[src/rtl/imm_generator.sv]
// RV32I immediate generator: combinational field extraction and extension,
// plus an enable-gated registered copy for trace and pipelined consumers.
module imm_generator (
  input  logic        clk,
  input  logic        rst,
  input  logic        en,
  input  logic [2:0]  ImmSrc,
  input  logic [31:0] instruction,
  output logic [31:0] Imm_ext,
  output logic [31:0] Imm_ext_q,
  output logic        ImmSrc_err,
  output logic        ImmSrc_err_q
);

  localparam logic [2:0] IMM_I     = 3'b000;
  localparam logic [2:0] IMM_S     = 3'b001;
  localparam logic [2:0] IMM_U     = 3'b010;
  localparam logic [2:0] IMM_SHAMT = 3'b011;
  localparam logic [2:0] IMM_B     = 3'b101;
  localparam logic [2:0] IMM_J     = 3'b110;

  logic [31:0] w_imm;
  logic        w_err;
  logic        w_sign;
  logic [31:0] r_imm_q;
  logic        r_err_q;

  // Every format sign-extends from bit 31, whatever bit lands at the field's MSB.
  assign w_sign = instruction[31];

  always_comb begin
    w_imm = 32'h0;
    w_err = 1'b0;
    case (ImmSrc)
      IMM_I:     w_imm = {{20{w_sign}}, instruction[31:20]};
      IMM_S:     w_imm = {{20{w_sign}}, instruction[31:25], instruction[11:7]};
      IMM_U:     w_imm = {instruction[31:12], 12'b0};
      IMM_SHAMT: w_imm = {27'b0, instruction[24:20]};
      IMM_B:     w_imm = {{19{w_sign}}, instruction[31], instruction[7],
                          instruction[30:25], instruction[11:8], 1'b0};
      IMM_J:     w_imm = {{11{w_sign}}, instruction[31], instruction[19:12],
                          instruction[20], instruction[30:21], 1'b0};
      default: begin
        w_imm = 32'h0;
        w_err = 1'b1;
      end
    endcase
  end

  always_ff @(posedge clk) begin
    if (rst) begin
      r_imm_q <= 32'h0;
      r_err_q <= 1'b0;
    end else if (en) begin
      r_imm_q <= w_imm;
      r_err_q <= w_err;
    end
  end

  assign Imm_ext      = w_imm;
  assign ImmSrc_err   = w_err;
  assign Imm_ext_q    = r_imm_q;
  assign ImmSrc_err_q = r_err_q;

endmodule

[config.mk]
export PLATFORM = sky130hd
export DESIGN_NAME = imm_generator
export DESIGN_NICKNAME = d
export VERILOG_FILES = /design/src/rtl/imm_generator.sv
export SDC_FILE = /design/constraint.sdc
export NUM_CORES = 1
export LEC_CHECK = 0
export CAP_MARGIN = 0
export CORE_MARGIN = 8
export CORE_UTILIZATION = 36
export CTS_CLUSTER_DIAMETER = 120
export CTS_CLUSTER_SIZE = 14
export DETAILED_ROUTE_END_ITERATION = 10
export PLACE_DENSITY = 0.86
export SYNTH_ARGS = -nofsm -noshare
export SYNTH_HDL_FRONTEND = slang
export SYNTH_SLANG_ARGS = --single-unit
export TNS_END_PERCENT = 50
[constraint.sdc]
create_clock -name clk -period 2.19 [get_ports clk]
set_input_delay 0.5475 -clock clk [delete_from_list [all_inputs] [get_ports clk]]
set_output_delay 0.5475 -clock clk [all_outputs]
set_load 0.1 [all_outputs]
==> flow_summary.toml <==
[setup_path]
arrival_ns = 1.67
crit_fanout = 6
crit_start = "ImmSrc[2]"
cp_data_required_time_ns = 1.64
crit_type = "in2out"
critPathLaunchType = "input port"
endpoint_kind = "output pin"
r2r-start = "Imm_ext_q[22]"

[die]
fp.dieW_um = 83.3
start_util = 0.374
die_y_um = 83.3
die_area_um2 = 6940
io_pins = 104
num_rows = 24
fp.coreArea_um2 = 4350

[power_and_ir_drop]
p_leak_nw = 1.57
ir_drop_uv = 374
p_per_area_nw_per_um2 = 727

[synth]
syn_inst = 202
syn_area_um2 = 1630
yosys_warnings = 0
synth_xor_area_frac = 0.0153
syn_nets = 240
seq_area_frac_synth = 0.405
synth_cell_types = 31
synthMuxAreaShare = 0.0215
synth_compound_area_frac = 0.221
synth_top_family_by_area = "simple AND/OR/NAND/NOR gates"
synth_adder_area_share = 0
synthSimpleGateAreaFrac = 0.263
synth.avg_cell_area_um2 = 8.07
ys_seq_elements = 33

[global_route]
grt_max_degree = 32
grtUsageTotal = 0.216
antenna_found_initial = 0
grt_pass1_wl_um = 12300
grt_pass1_vias = 2334
overflow = 0

[sta]
max_freq_ghz = 0.452
final.period_utilization = 1.01
setup_slack_ns = -0.0232
finalHoldViolCount = 0
rsz0062_at_grt = "yes"
fin_skew_ns = 0
tightest_slew_ns = 0.420
slew_viol_final = 0
fin_setup_tns_ns = -0.159
fin_crit_ns = 2.21
setup_viol = 8
slew_headroom = 0.720

[route]
dr.pass1.iters = 4
vias = 2041
initialDrtViolationCount = 157
avgViaCountPerCell = 5.40
wire_per_inst_um = 20.5
wirelength_um = 7740
drc = 0
ant_nets = 0

[clock_network]
htreeDepth = 2
clock-sinks = 33
clockBufferDepth = 2
cts_tree = "yes"
clk_pin_slew_ns = 0.06
numCtsBuffers = 5
worstSkewPairLatency_ns = 0.29
cts_root_buf = "clkbuf_8"

[layout]
finalInstanceArea_um2 = 3450
antenna_cells = 0
drive_above_1_share = 0.488
nets = 364
area_growth_pct = 112

[min_path]
min_path_type = "reg2reg"
hold_path_startpoint = "Imm_ext_q[8]"

[placed_design]
postPlaceCellArea_um2 = 3170
portBuffers = 96
place_congestion = 0.847
hpwl_um = 5180

[run_status]
violations = "setup timing"
status = "finished, violations left"

[job]
maxCapViolCount = 0
[per-stage QoR]
stage	setup WS (ns)	total power, mW	instances	hold slack (ns)	utilization
2_1_floorplan	-0.196	1.53	202	0.654	-
3_3_place_gp	-0.370	1.97	365	0.449	0.729
3_5_place_dp	-0.415	1.98	365	0.456	0.729
4_1_cts	-0.0191	2.50	380	0.466	0.786
5_1_grt	-0.0484	2.58	378	0.490	0.793
6_report	-0.0232	2.51	378	0.467	0.793
[Yosys cell counts]
| master | count | area share |
|---|---|---|
| nor2b_1 | 1 | 0.0038 |
| buf_2 | 3 | 0.0092 |
| buf_4 | 2 | 0.0092 |
| xnor2_1 | 1 | 0.0054 |
| nor3_2 | 1 | 0.0061 |
| buf_1 | 1 | 0.0023 |
| nand3b_1 | 1 | 0.0046 |
| a31oi_1 | 1 | 0.0038 |
| and2_1 | 7 | 0.027 |
| nand2_1 | 34 | 0.078 |
| dfxtp_1 | 33 | 0.41 |
| xnor2_2 | 1 | 0.010 |
| a311oi_1 | 12 | 0.064 |
| mux2_4 | 1 | 0.0092 |
| a21bo_2 | 1 | 0.0061 |
| a21oi_1 | 9 | 0.028 |
| a211oi_1 | 8 | 0.037 |
| nor3_1 | 8 | 0.025 |
| mux2i_1 | 2 | 0.012 |
| clkbuf_1 | 11 | 0.025 |
| o21a_1 | 4 | 0.018 |
| o41ai_1 | 1 | 0.0054 |
| nand2b_1 | 1 | 0.0038 |
| nand3_1 | 7 | 0.021 |
| a22o_1 | 4 | 0.021 |
| nor3b_2 | 1 | 0.0077 |
| inv_1 | 3 | 0.0069 |
| buf_6 | 3 | 0.021 |
| a21o_1 | 8 | 0.037 |
| nor2b_4 | 2 | 0.017 |
| nor2_1 | 30 | 0.069 |
[state kept, by name (all words and copies together) (netlist names)]
register and count:
Imm_ext_q 32, ImmSrc_err_q 1
[logic make-up (layout without fill, tap and decap cells)]
family	Yosys count	in the layout
and+or+nand+nor	93	93
xor gates and xnor gates	2	2
muxes	3	3
DFF	33	33
AOI/OAI and AO/OA	48	48
buffers and inverters	23	147
[worst paths after layout]
kind / endpoint / cells past startpoint / slack (ns)
worst min-delay path: Imm_ext_q[8] / 2 / 0.47
worst max-delay path: Imm_ext[19] / 7 / -0.02
worst max register to register: Imm_ext_q[22] / 2 / 1.38
worst min register to register: Imm_ext_q[8] / 2 / 0.47
[layout by cell type, fill, tap and decap left out, types with 2 or more instances in the layout]
master and instances:
a211oi_1 8, a21o_2 8, a21oi_1 7, a21oi_2 2, a22o_4 4, a311oi_1 12
and2_4 6, buf_12 34, buf_4 66, buf_6 8, clkbuf_8 6, clkdlybuf4s50_1 24
dfxtp_1 33, dlymetal6s2s_1 2, inv_1 3, mux2i_1 2, nand2_1 21, nand2_4 12
nand3_1 7, nor2_1 29, nor2b_4 2, nor3_1 8, o21a_1 4
[cell type report]
class | count | area, um2
Multi-Input combinational cell | 146 | 1060
Inverter | 3 | 11.3
Clock buffer | 7 | 86.3
Fill cell | 246 | 901
Tap cell | 52 | 65.1
Timing Repair Buffer | 137 | 1570
Sequential cell | 33 | 661
[per-layer routing]
layer,vias to the layer above,track usage,share of wire
li1,944,-,-
met1,989,0.217,0.37
met2,82,0.389,0.52
met3,26,0.0625,0.060
met4,0,0.121,0.049
met5,-,0,0
[timing repair]
item	CTS	global route
gates resized for setup	32	11
hold buffers	0	0
pin swaps	4	7
setup endpoints to repair	33	28
buffers inserted	6	0
gates cloned	2	0
[power by group]
group	switching (mW)	internal (mW)
clock network	0.220	0.249
registers	0.0223	0.639
logic	0.925	0.453
[worst max-delay path, stage by stage]
cell	delay, ns
buf_2	0.11
nor2b_4	0.14
buf_4	0.15
nor3b_4	0.26
buf_6	0.17
a21o_2	0.12
buf_12	0.17
Power figures use the tool's default switching activity.
